===== config.mk =====
export PLATFORM = sky130hd
export DESIGN_NAME = filter_relay_driver
export DESIGN_NICKNAME = d
export VERILOG_FILES = /design/src/rtl/filter_relay_pkg.sv /design/src/rtl/relay_shifter.sv /design/src/rtl/filter_relay_driver.sv
export SDC_FILE = /design/constraint.sdc
export NUM_CORES = 1
export LEC_CHECK = 0
export ABC_CLOCK_PERIOD_IN_PS = 2050
export CORE_AREA = 2 2 104 106
export DETAILED_ROUTE_END_ITERATION = 6
export DIE_AREA = 0 0 106 108
export PLACE_DENSITY = 0.69
export RECOVER_POWER = 100
export SKIP_LAST_GASP = 1
export SYNTH_ARGS = -nofsm -noshare
export SYNTH_HDL_FRONTEND = slang
export SYNTH_HIERARCHICAL = 1
export SYNTH_SLANG_ARGS = --single-unit

===== constraint.sdc =====
create_clock -name clock -period 2.05 [get_ports clock]
set_input_delay 0.41 -clock clock [delete_from_list [all_inputs] [get_ports clock]]
set_output_delay 0.41 -clock clock [all_outputs]
set_load 0.05 [all_outputs]

===== src/rtl/filter_relay_pkg.sv =====
// Shared state encoding and relay word layout for the filter relay driver.
// band_to_word builds the LPF/BPF/T-R relay word for one band code.
package filter_relay_pkg;

  typedef enum logic [2:0] {IDLE, LOAD, SHIFT, LATCH, SETTLE} relay_state_e;

  localparam int WORD_W   = 16;
  localparam int TR_BIT   = 15;
  localparam int LPF_LSB  = 0;
  localparam int BPF_BASE = 7;

  // Band 0 is the BPF bypass, so it sets no BPF relay.
  function automatic logic [WORD_W-1:0] band_to_word(input logic [2:0] band, input logic tr);
    logic [WORD_W-1:0] word;
    word = WORD_W'(1) << (LPF_LSB + int'(band));
    if (band != 3'd0) word = word | (WORD_W'(1) << (BPF_BASE + int'(band)));
    word[TR_BIT] = tr;
    return word;
  endfunction

endpackage


===== src/rtl/relay_shifter.sv =====
// Serialises a relay word MSB first onto a 74HC595-style chain, then strobes rck.
// Runs in lockstep with the driver FSM: start in LOAD, latch_start/done end SHIFT/LATCH.
module relay_shifter
  import filter_relay_pkg::*;
#(
  parameter int SCK_DIV = 8
) (
  input  logic              clock,
  input  logic              reset_n,
  input  logic              start,
  input  logic [WORD_W-1:0] word,
  output logic              sck,
  output logic              sdo,
  output logic              rck,
  output logic              latch_start,
  output logic              done
);

  localparam int DIV_W = $clog2(SCK_DIV + 1);
  localparam int BIT_W = $clog2(WORD_W);
  localparam logic [DIV_W-1:0] DIV_LAST = DIV_W'(SCK_DIV - 1);
  localparam logic [BIT_W-1:0] BIT_LAST = BIT_W'(WORD_W - 1);

  relay_state_e      state_q, state_d;
  logic [DIV_W-1:0]  div_cnt;
  logic [BIT_W-1:0]  bit_cnt;
  logic [WORD_W-1:0] shreg;
  logic              sck_q;
  logic              rck_q;
  logic              half_end;

  assign half_end    = (div_cnt == DIV_LAST);
  assign latch_start = (state_q == SHIFT) && sck_q && half_end && (bit_cnt == BIT_LAST);
  assign done        = (state_q == LATCH) && half_end;
  assign sck         = sck_q;
  assign sdo         = shreg[WORD_W-1];
  assign rck         = rck_q;

  always_ff @(posedge clock or negedge reset_n) begin
    if (!reset_n) state_q <= IDLE;
    else          state_q <= state_d;
  end

  always_comb begin
    state_d = state_q;
    case (state_q)
      IDLE:    if (start) state_d = SHIFT;
      SHIFT:   if (latch_start) state_d = LATCH;
      LATCH:   if (done) state_d = IDLE;
      default: state_d = IDLE;
    endcase
  end

  // The word only moves on the falling sck transition, so sdo holds through each high phase.
  always_ff @(posedge clock or negedge reset_n) begin
    if (!reset_n) begin
      div_cnt <= '0;
      bit_cnt <= '0;
      shreg   <= '0;
      sck_q   <= 1'b0;
      rck_q   <= 1'b0;
    end else begin
      case (state_q)
        SHIFT: begin
          if (half_end) begin
            div_cnt <= '0;
            sck_q   <= ~sck_q;
            if (sck_q) begin
              shreg   <= shreg << 1;
              bit_cnt <= bit_cnt + 1'b1;
              rck_q   <= (bit_cnt == BIT_LAST);
            end
          end else begin
            div_cnt <= div_cnt + 1'b1;
          end
        end
        LATCH: begin
          if (half_end) begin
            div_cnt <= '0;
            rck_q   <= 1'b0;
          end else begin
            div_cnt <= div_cnt + 1'b1;
          end
        end
        default: begin
          div_cnt <= '0;
          bit_cnt <= '0;
          sck_q   <= 1'b0;
          rck_q   <= 1'b0;
          if (start) shreg <= word;
        end
      endcase
    end
  end

endmodule


===== src/rtl/filter_relay_driver.sv =====
// Relay board driver: debounces the band code, sends changed relay words, waits out
// relay settling and keeps PTT off whenever the relays are not in their final state.
module filter_relay_driver
  import filter_relay_pkg::*;
#(
  parameter int SCK_DIV    = 8,
  parameter int SETTLE_CYC = 491520,
  parameter int BAND_HOLD  = 16
) (
  input  logic       clock,
  input  logic       reset_n,
  input  logic       run,
  input  logic [2:0] band,
  input  logic       ptt_in,
  output logic       ptt_out,
  output logic       tx_inhibit,
  output logic       busy,
  output logic       sck,
  output logic       sdo,
  output logic       rck,
  output logic [2:0] band_active
);

  localparam int SETTLE_W = $clog2(SETTLE_CYC + 1);
  localparam int HOLD_W   = $clog2(BAND_HOLD + 1);
  localparam logic [SETTLE_W-1:0] SETTLE_LAST = SETTLE_W'(SETTLE_CYC - 1);
  localparam logic [HOLD_W-1:0]   HOLD_MAX    = HOLD_W'(BAND_HOLD);

  relay_state_e        state_q, state_d;
  logic [2:0]          band_last;
  logic [2:0]          band_acc;
  logic [2:0]          frame_band;
  logic [2:0]          band_active_q;
  logic [HOLD_W-1:0]   hold_cnt, hold_next;
  logic [SETTLE_W-1:0] settle_cnt;
  logic [WORD_W-1:0]   target, applied, frame_word;
  logic                ptt_eff, release_wanted;
  logic                ptt_out_q, ptt_out_next, tx_inhibit_q;
  logic                shift_latch, shift_done;

  assign ptt_eff        = ptt_in & run;
  assign target         = band_to_word(band_acc, ptt_eff);
  assign release_wanted = applied[TR_BIT] & ~target[TR_BIT];
  assign ptt_out_next   = ptt_eff & applied[TR_BIT] & (state_d == IDLE) & (target == applied);

  assign busy        = (state_q != IDLE);
  assign ptt_out     = ptt_out_q;
  assign tx_inhibit  = tx_inhibit_q;
  assign band_active = band_active_q;

  // The counter restarts at 1 on the first sample of a new value; saturation avoids wrap.
  always_comb begin
    hold_next = hold_cnt;
    if (band != band_last)       hold_next = HOLD_W'(1);
    else if (hold_cnt != HOLD_MAX) hold_next = hold_cnt + 1'b1;
  end

  always_ff @(posedge clock or negedge reset_n) begin
    if (!reset_n) begin
      band_last <= '0;
      band_acc  <= '0;
      hold_cnt  <= '0;
    end else begin
      band_last <= band;
      hold_cnt  <= hold_next;
      if (hold_next == HOLD_MAX) band_acc <= band;
    end
  end

  always_ff @(posedge clock or negedge reset_n) begin
    if (!reset_n) state_q <= IDLE;
    else          state_q <= state_d;
  end

  // On a PTT release the frame waits one cycle so ptt_out is already low before relays move.
  always_comb begin
    state_d = state_q;
    case (state_q)
      IDLE:    if ((target != applied) && !(release_wanted && ptt_out_q)) state_d = LOAD;
      LOAD:    state_d = SHIFT;
      SHIFT:   if (shift_latch) state_d = LATCH;
      LATCH:   if (shift_done) state_d = SETTLE;
      SETTLE:  if (settle_cnt == SETTLE_LAST) state_d = IDLE;
      default: state_d = IDLE;
    endcase
  end

  always_ff @(posedge clock or negedge reset_n) begin
    if (!reset_n) begin
      applied       <= '1;
      frame_word    <= '0;
      frame_band    <= '0;
      band_active_q <= '0;
      settle_cnt    <= '0;
      ptt_out_q     <= 1'b0;
      tx_inhibit_q  <= 1'b0;
    end else begin
      if (state_q == LOAD) begin
        frame_word <= target;
        frame_band <= band_acc;
      end
      if ((state_q == SHIFT) && (state_d == LATCH)) begin
        applied       <= frame_word;
        band_active_q <= frame_band;
      end
      settle_cnt   <= (state_q == SETTLE) ? settle_cnt + 1'b1 : '0;
      ptt_out_q    <= ptt_out_next;
      tx_inhibit_q <= ptt_eff & ~ptt_out_next;
    end
  end

  relay_shifter #(
    .SCK_DIV (SCK_DIV)
  ) u_shifter (
    .clock       (clock),
    .reset_n     (reset_n),
    .start       (state_q == LOAD),
    .word        (target),
    .sck         (sck),
    .sdo         (sdo),
    .rck         (rck),
    .latch_start (shift_latch),
    .done        (shift_done)
  );

endmodule


Yosys cells after proc, flatten, opt, wreduce, memory -nomap -nowiden
Index checks and enable logic that the tools add are counted.
{"block": "op_classes", "addsub": 5, "eq_ne": 21, "shifts": 2, "mux": 28, "n_bitwise": 11, "n_reduce_logical": 20}
{"operator": "two-way mux 16 bit", "count": 3}
{"operator": "one-hot mux 16 bit (2 select lines)", "count": 1}
{"operator": "two-way mux 3 bit", "count": 7}
{"operator": "adder 19 x 1 -> 19 bit, second input constant", "count": 1}
{"operator": "== test 19 bit, second input constant", "count": 1}
{"operator": "two-way mux 19 bit", "count": 1}
{"operator": "== test 16 bit", "count": 1}
{"operator": "two-way mux 4 bit", "count": 4}
{"operator": "!= test 16 bit", "count": 1}
{"operator": "== test 3 x 2 -> 1 bit, second input constant", "count": 5}
{"operator": "two-way mux 15 bit", "count": 1}
{"operator": "OR 15 bit", "count": 1}
{"operator": "one-hot mux 3 bit (5 select lines)", "count": 1}
{"operator": "<< shifter 1 x 3 -> 15 bit, first input constant", "count": 1}
{"operator": "<< shifter 1 x 4 -> 15 bit, first input constant", "count": 1}
{"operator": "two-way mux 5 bit", "count": 2}
{"operator": "zero test 3 bit", "count": 3}
{"operator": "one-hot mux 3 bit (3 select lines)", "count": 1}
{"operator": "AND reduction 3 bit", "count": 3}
{"operator": "adder 4 x 1 -> 4 bit, second input constant", "count": 2}
{"operator": "!= test 2 x 1 -> 1 bit, second input constant", "count": 4}
{"operator": "one-hot mux 4 bit (2 select lines)", "count": 1}
{"operator": "logical AND 1 bit", "count": 7}
{"operator": "AND 1 bit", "count": 6}
{"operator": "other kinds (19)", "count": 28}
{"block": "totals", "regBits": 102, "in_bits": 7, "output_inout_bits": 9, "elab_cells": 104}

Depth between registers and ports, before layout
Gate-level depths: netlist (run 1).
{"block": "depth", "depth_word": 13, "mapped_depth": 9, "mapped_depth_nobuf": 8}

Modules after synthesis
Netlist (run 1), hierarchy kept.
{"mod": "filter_relay_driver", "instances": 1, "cells_per_inst": 340, "area_each_um2": 3628.5, "seq_area_each_um2": 1846.8}
{"mod": "relay_shifter", "instances": 1, "cells_per_inst": 115, "area_each_um2": 1453.9, "seq_area_each_um2": 700.7}

Least setup slack after synthesis (run 1)
Ideal clock, no wire load.
{"block": "synth_timing", "path_type": "register -> register", "from": "register band_acc[2]", "to": "register, netlist name state_q[0]", "setup_ns": 0.135, "arrival_time_ns": 2.004, "required_ns": 1.915, "setup_slack_ns": -0.088, "path_stages_with_launch": 8, "path_buffers": 0, "synth_period_minus_slack_ns": 2.138, "path_cell_list": "dfrtp_1 -> clkinv_1 -> ha_1 -> or4b_4 -> o21ai_2 -> o211ai_1 -> nor4_2 -> a31oi_1"}
{"item": "from (decl)", "line": "filter_relay_driver.sv:31", "text": "logic [2:0] band_acc;"}
{"item": "from (signal assigned)", "line": "filter_relay_driver.sv:66", "text": "if (hold_next == HOLD_MAX) band_acc <= band;"}

Final worst setup path (run 1)
{"block": "layout_timing", "from": "register u_shifter.div_cnt[0]", "to": "register band_active_q[0], in the netlist band_active[0]"}
{"block": "layout_between", "elab_chain_cells": 7, "elab_cells_between_ends": 9, "cone_classes": "2 x eq/ne; 3 x mux; 4 x reduce/logical"}
{"item": "from (decl)", "line": "relay_shifter.sv:25", "text": "logic [DIV_W-1:0] div_cnt;"}
{"item": "from (signal assigned)", "line": "relay_shifter.sv:74", "text": "div_cnt <= div_cnt + 1'b1;"}
{"item": "from (signal assigned)", "line": "relay_shifter.sv:82", "text": "div_cnt <= div_cnt + 1'b1;"}
{"item": "== test 4 x 3 -> 1 bit", "line": "relay_shifter.sv:32", "text": "assign half_end = (div_cnt == DIV_LAST);"}
{"item": "logical AND 1 bit (2 in a row)", "line": "relay_shifter.sv:33", "text": "assign latch_start = (state_q == SHIFT) && sck_q && half_end && (bit_cnt == BIT_LAST);"}
{"item": "via shift_latch", "line": "filter_relay_driver.sv:39", "text": "logic shift_latch, shift_done;"}
{"item": "two-way mux 3 bit", "line": "filter_relay_driver.sv:81", "text": "SHIFT: if (shift_latch) state_d = LATCH;"}
{"item": "one-hot mux 3 bit (5 select lines)", "line": "filter_relay_driver.sv:78", "text": "case (state_q)"}
{"item": "== test 3 x 2 -> 1 bit", "line": "filter_relay_driver.sv:102", "text": "if ((state_q == SHIFT) && (state_d == LATCH)) begin"}
{"item": "logical AND 1 bit", "line": "filter_relay_driver.sv:102"}
{"item": "to (signal assigned)", "line": "filter_relay_driver.sv:104", "text": "band_active_q <= frame_band;"}
{"item": "to (decl)", "line": "filter_relay_driver.sv:33", "text": "logic [2:0] band_active_q;"}
The timed path passes the listed nets, and every way through them passes these cells.
A chain may end at the register's enable or synchronous reset.

==> results of run 1 <==
metal layers:
layer  vias to the layer above  GRT usage [%]  wire length, um
li1                       1684              -                -
met1                      1736           25.5             4710
met2                        41           29.3             4580
met3                        11           2.41              198
met4                         0           7.33              159
met5                         -              0                0
per-stage QoR:
step           worst slack [ns]  area, sq um  std cells
6_report                 0.0699         5770        632
5_1_grt                 -0.0686         5770        632
4_1_cts                 0.00578         5720        630
3_5_place_dp             -0.270         5520        614
3_3_place_gp             -0.237         5520        614
2_1_floorplan          -0.00353         5110        455
cell type report:
cell class / instances / area share (%)
Clock buffer: 9 / 2.15
Multi-Input combinational cell: 321 / 42.2
Inverter: 16 / 1.06
Tap cell: 136 / 2.95
Sequential cell: 101 / 44.2
Timing Repair Buffer: 42 / 6.22
Clock inverter: 7 / 1.30
sequential cells by signal, summed over array words and instances, names as in the netlist:
name               count
settle_cnt            19
u_shifter/shreg       16
u_shifter/rck          1
band_active            3
u_shifter/state_q      2
u_shifter/bit_cnt      4
u_shifter/div_cnt      4
band_last              3
applied               16
hold_cnt               5
state_q                3
frame_word            16
frame_band             3
u_shifter/sck          1
tx_inhibit             1
band_acc               3
ptt_out                1
worst paths after layout:
kind | from | end | slack [ns] | cells past startpoint
setup reg to reg | u_shifter/div_cnt[0]$_DFF_PN0_ | band_active[0]$_DFFE_PN0P_ | 0.07 | 7
hold reg to reg | u_shifter/div_cnt[0]$_DFF_PN0_ | u_shifter/div_cnt[0]$_DFF_PN0_ | 0.46 | 1
min in group asynchronous | reset_n | u_shifter/shreg[9]$_DFFE_PN0P_ | 0.48 | 2
max in group asynchronous | reset_n | frame_band[1]$_DFFE_PN0P_ | 0.76 | 2
hold / removal | u_shifter/div_cnt[0]$_DFF_PN0_ | u_shifter/div_cnt[0]$_DFF_PN0_ | 0.46 | 1
setup / recovery | u_shifter/div_cnt[0]$_DFF_PN0_ | band_active[0]$_DFFE_PN0P_ | 0.07 | 7
power by group through the flow:
stage,clock network [uW],logic (uW),registers (uW)
after floorplan,0,29.2,2050
after global placement,0,101,2050
after detailed placement,0,104,2050
after CTS,1300,104,2010
after global routing,1400,110,2010
final,1270,93.9,2010
timing repair:
action                                  4_1_cts  5_1_grt
endpoints found under the setup margin       15       22
resized for setup                             2       13
pin swaps                                     0        8
setup buffers                                 0        2
hold buffers                                  0        0
placed cells by master (no fill, tap or decap), types with 3 or more instances in the layout:
cell type and count:
dlygate4sd3_1 3, o21ai_0 17, nand2b_1 10, nand3_1 16, xnor2_1 17, mux2_2 53
clkinvlp_4 3, a21oi_1 13, dfrtp_1 85, nand2_1 27, clkbuf_8 9, mux2i_1 3
nor2b_1 4, xor2_1 10, nand4_1 4, o211ai_1 4, mux2_4 10, and4_1 4
nor3_1 8, ha_1 7, and3_1 5, buf_4 21, a31oi_1 4, dfstp_2 16
nor2_1 48, inv_1 15, nor3b_1 6, clkdlybuf4s50_1 8
kinds of logic after synthesis:
logic type | synth area share, %
flops | 50.1
compound gates | 6.99
simple gates | 17.6
fa+ha+maj | 1.97
mux | 15.3
xor+xnor | 4.65
buf+inv | 3.42
==> flow_metrics.env, run 1 <==
export IMPL_status="finished clean"
export IMPL_slowest_stage="dfrtp_1"
export IMPL_switching_share_pct=22.9
export IMPL_min_period_over_period_pct=96.6
export IMPL_internal_power_uw=2600
export IMPL_crit_required_ns=2.30
export IMPL_grt_max_degree=102
export IMPL_dr_first_iter_drc_count=162
export IMPL_p_per_area_nw_per_um2=584
export IMPL_ant_nets=0
export IMPL_seqPwrFrac_pct=59.6
export IMPL_timing_fmax_mhz=505
export IMPL_synth_area_sq_um=5080
export IMPL_clock_sinks=101
export IMPL_firstDrtPassIters=4
export IMPL_grt_pass1_wl_mm=16.7
export IMPL_ys_async_sr_fraction_pct=100
export IMPL_netlist_instances=455
export IMPL_p_leak_uw=0.00254
export IMPL_clock_skew_ns=0.0109
export IMPL_io_pins=16
export IMPL_p_total_uw=3370
export IMPL_syn_area_per_cell_sq_um=11.2
export IMPL_path_clk_slew_ns=0.10
export IMPL_final_core_util_pct=56.4
export IMPL_h_tree_depth=3
export IMPL_grt_pass1_vias=3409
export IMPL_cp_start_kind="flop"
export IMPL_num_rows=37
export IMPL_clk_latency_ns=0.37
export IMPL_cp_buffers_inverters=1
export IMPL_synthesis_nets=470
export IMPL_cts_tree="yes"
export IMPL_clockRootBuffer="clkbuf_8"
export IMPL_fin_tns_setup_ns=0
export IMPL_core_area_sq_um=10200
export IMPL_rsz0062_at_grt="yes"
export IMPL_grt_use_total_pct=18.3
export IMPL_peakVddDrop_uv=291
export IMPL_yosys_top_cells_count="85 x dfrtp_1, 53 x mux2_2, 50 x nor2_1, 27 x nand2_1, 18 x o21ai_0"
export IMPL_crit_chain="ha_1, nand3b_1, nor3_2, nand2b_1, nor2_2, buf_4, mux2_2"
export IMPL_synth_top_cell_area_share_pct=41.9
export IMPL_finalHoldViolCount=0
export IMPL_synthTopCellsByArea="dfrtp_1 42%, mux2_2 12%, dfstp_2 8.3%"
export IMPL_ys_types=59
export IMPL_drive_above_1_share_pct=28.6
export IMPL_setup_violations=0
export IMPL_cp_max_fo=6
export IMPL_fillers=864
export IMPL_port_buffer_count=15
export IMPL_die_y_um=108
export IMPL_vias=3472
export IMPL_vias_per_cell=5.49
export IMPL_holdWs_ns=0.459
export IMPL_grt_ovfl_total=0
export IMPL_start_util_pct=49.7
export IMPL_nets=506
export IMPL_synth_seq_cells=101
export IMPL_maxSlewHeadroom_pct=11.0
export IMPL_ys_flop_type="dfrtp_1"
export IMPL_antennaDiodeCount=0
export IMPL_ys_warnings_count=6
export IMPL_cp_slowest_stage_delay_ns=0.38
export IMPL_end_kind="flop"
export IMPL_area_growth_pct=13.5
export IMPL_drv_cap=0
export IMPL_final_max_slew_viol_count=0
export IMPL_place_hpwl_mm=6.66
export IMPL_route_detailed_drc=0
export IMPL_hold_path_class="flop to flop"
export IMPL_numCtsBuffers=9
export IMPL_antenna_found_initial=0
export IMPL_gp_congestion=0.814
export IMPL_crit_type="flop to flop"
export IMPL_ys_seq_area_share_pct=50.1
export IMPL_period_minus_slack_ns=1.98
export IMPL_cp_arrival_ns=2.23
export IMPL_worst_pin_slew_ns=1.33
export IMPL_wire_per_inst_um=15.3
export IMPL_regArea_sq_um=2550
export IMPL_die_w_um=106
export IMPL_wl_mm=9.65
export IMPL_path_delay_family="simple AND/OR/NAND/NOR gates"
export IMPL_comb_power_share_pct=2.8
export IMPL_netSwitchingPower_uw=771
export IMPL_dieArea_sq_um=11400
export IMPL_cts_buffer_depth=2
export IMPL_synth_edf_count=0
export IMPL_multi_input_area_sq_um=2430
export IMPL_synth_most_common_cell="dfrtp_1"
export IMPL_pwr_share_clk_pct=37.6
export IMPL_yosys_area_top_type="dfrtp_1"
(Power assumes the default switching activity.)
==> run 2: changes to the inputs <==
- ABC_AREA: not set -> 1
- CORE_AREA: 2 2 104 106 -> 2 2 103 105
- CTS_CLUSTER_DIAMETER: not set -> 150
- DIE_AREA: 0 0 106 108 -> 0 0 105 107
- PLACE_DENSITY: 0.69 -> 0.68
==> flow_metrics.env, run 2 <==
export IMPL_status="finished clean"
export IMPL_clock_skew_ns=0.0144
export IMPL_dieArea_sq_um=11200
export IMPL_crit_chain="clkdlybuf4s50_1"
export IMPL_clockRootBuffer="clkbuf_8"
export IMPL_cp_arrival_ns=1.58
export IMPL_num_rows=37
export IMPL_die_y_um=107
export IMPL_slowest_stage="clkdlybuf4s50_1"
export IMPL_top_register="settle_cnt"
export IMPL_syn_area_per_cell_sq_um=8.00
export IMPL_cp_start_kind="flop"
export IMPL_path_clk_slew_ns=0.09
export IMPL_min_period_over_period_pct=96.9
export IMPL_final_cells=789
export IMPL_wl_mm=9.95
export IMPL_cp_max_fo=4
export IMPL_final_common_cell="nand2_1"
export IMPL_gp_congestion=0.866
export IMPL_ant_nets=0
export IMPL_cp_slowest_stage_delay_ns=0.82
export IMPL_end_kind="output port"
export IMPL_final_max_slew_viol_count=0
export IMPL_place_hpwl_mm=7.08
export IMPL_grt_max_degree=33
export IMPL_fillers=986
export IMPL_synth_area_sq_um=4930
export IMPL_place_ws_ns=-0.0103
export IMPL_synth_top_cell_area_share_pct=43.1
export IMPL_grt_pass1_vias=3914
export IMPL_vias=3951
export IMPL_start_util_pct=48.9
export IMPL_firstDrtPassIters=4
export IMPL_ys_flop_type="dfrtp_1"
export IMPL_timing_fmax_mhz=504
export IMPL_dr_first_iter_drc_count=200
export IMPL_antennaDiodeCount=0
export IMPL_io_pins=16
export IMPL_yosys_top_cells_count="217 x nand2_1, 85 x dfrtp_1, 61 x nor2_1, 55 x inv_1, 38 x o21ai_0"
export IMPL_cts_buffer_depth=2
export IMPL_synthesis_nets=632
export IMPL_vias_per_cell=5.01
export IMPL_area_growth_pct=11.9
export IMPL_rsz0062_at_grt="yes"
export IMPL_netlist_instances=617
export IMPL_path_delay_family="buffers and inverters"
export IMPL_cts_tree="yes"
export IMPL_port_buffer_count=15
export IMPL_ys_warnings_count=6
export IMPL_grt_use_total_pct=19.3
export IMPL_p_per_area_nw_per_um2=598
export IMPL_route_detailed_drc=0
export IMPL_die_w_um=105
export IMPL_peakVddDrop_uv=548
export IMPL_clk_latency_ns=0.37
export IMPL_most_common_layout_cells="217 x nand2_1, 85 x dfrtp_1, 57 x nor2_1, 54 x inv_1, 38 x o21ai_0"
export IMPL_hold_path_class="flop to flop"
export IMPL_yosys_area_top_type="dfrtp_1"
export IMPL_crit_required_ns=1.64
export IMPL_finalHoldViolCount=0
export IMPL_cp_buffers_inverters=1
export IMPL_antenna_found_initial=0
export IMPL_clock_sinks=101
export IMPL_grt_ovfl_total=0
export IMPL_fin_ws_ns=0.0644
export IMPL_drive_above_1_share_pct=12.9
export IMPL_numCtsBuffers=9
export IMPL_core_area_sq_um=10100
export IMPL_worst_pin_slew_ns=0.824
export IMPL_setup_violations=0
export IMPL_ys_async_sr_fraction_pct=100
export IMPL_synthTopCellsByArea="dfrtp_1 43%, nand2_1 17%, dfstp_2 8.5%"
export IMPL_synth_seq_cells=101
export IMPL_wire_per_inst_um=12.6
export IMPL_synth_most_common_cell="nand2_1"
export IMPL_maxSlewHeadroom_pct=45.1
export IMPL_period_minus_slack_ns=1.99
export IMPL_synth_edf_count=0
export IMPL_h_tree_depth=3
export IMPL_p_leak_uw=0.00276
export IMPL_dp_cells=771
export IMPL_drv_cap=0
export IMPL_nets=663
export IMPL_ys_types=36
export IMPL_ys_seq_area_share_pct=51.6
export IMPL_crit_type="flop to output port"
export IMPL_largest_reg_flops=19
export IMPL_grt_pass1_wl_mm=17.6
run 2: final cells by class:
cell class,count,area [sq um],share of cell area (%)
Timing Repair Buffer,35,287,5.19
Sequential cell,101,2550,46.1
Multi-Input combinational cell,438,2100,38.1
Tap cell,136,170,3.08
Clock inverter,3,20.0,0.363
Inverter,63,236,4.28
Clock buffer,13,159,2.88
run 2: power breakdown:
group	leakage (uW)	total (uW)	switching (uW)	internal (uW)
clock network	0.0000857	1170	663	507
registers	0.00127	2010	6.65	2000
logic	0.00140	122	84.4	37.6
run 2: logic make-up after synthesis:
kind of cell	after synthesis	share of synthesized area [%]
compound gates	73	8.11
xor+xnor	10	1.77
fa+ha+maj	8	2.03
buf+inv	78	6.47
flops	101	51.6
mux	7	1.60
simple gates	340	28.4
run 2: repair_timing:
action	CTS	global route
hold buffers	1	0
hold endpoints to repair	18	0
endpoints found under the setup margin	0	10
gates resized for setup	0	9
setup buffers	0	1
run 2: metrics by stage:
step                setup TNS (ns)  util [%]  hold slack [ns]  area [sq um]  total power (uW)
floorplan                        0         -            0.114          4930              2090
global placement         -0.000836      52.9            0.392          5340              2180
detailed placement         -0.0103      52.9            0.390          5340              2180
CTS                              0      54.8            0.475          5530              3360
global route              -0.00232      54.7            0.491          5520              3450
finish                           0      54.7            0.471          5520              3300
run 2: path summary, 6_finish.rpt:
check / startpoint / to / slack, ns / cells after the start
worst min register to register: settle_cnt[0]$_DFF_PN0_ / settle_cnt[0]$_DFF_PN0_ / 0.47 / 1
worst min-delay path: settle_cnt[0]$_DFF_PN0_ / settle_cnt[0]$_DFF_PN0_ / 0.47 / 1
worst max register to register: band_acc[1]$_DFFE_PN0N_ / tx_inhibit$_DFF_PN0_ / 0.19 / 12
min in group asynchronous: reset_n / settle_cnt[0]$_DFF_PN0_ / 0.67 / 2
max in group asynchronous: reset_n / u_shifter/shreg[4]$_DFFE_PN0P_ / 0.26 / 3
worst max-delay path: u_shifter/sck$_DFFE_PN0P_ / sck / 0.06 / 1
run 2: routing by layer:
metal  vias to the layer above  track usage [%]  routed length (um)
met5                         -                0                   0
met4                         0             6.95                 181
met3                        13             3.83                 390
met2                        72             32.5                4820
met1                      1859             24.9                4560
li1                       2007                -                   -
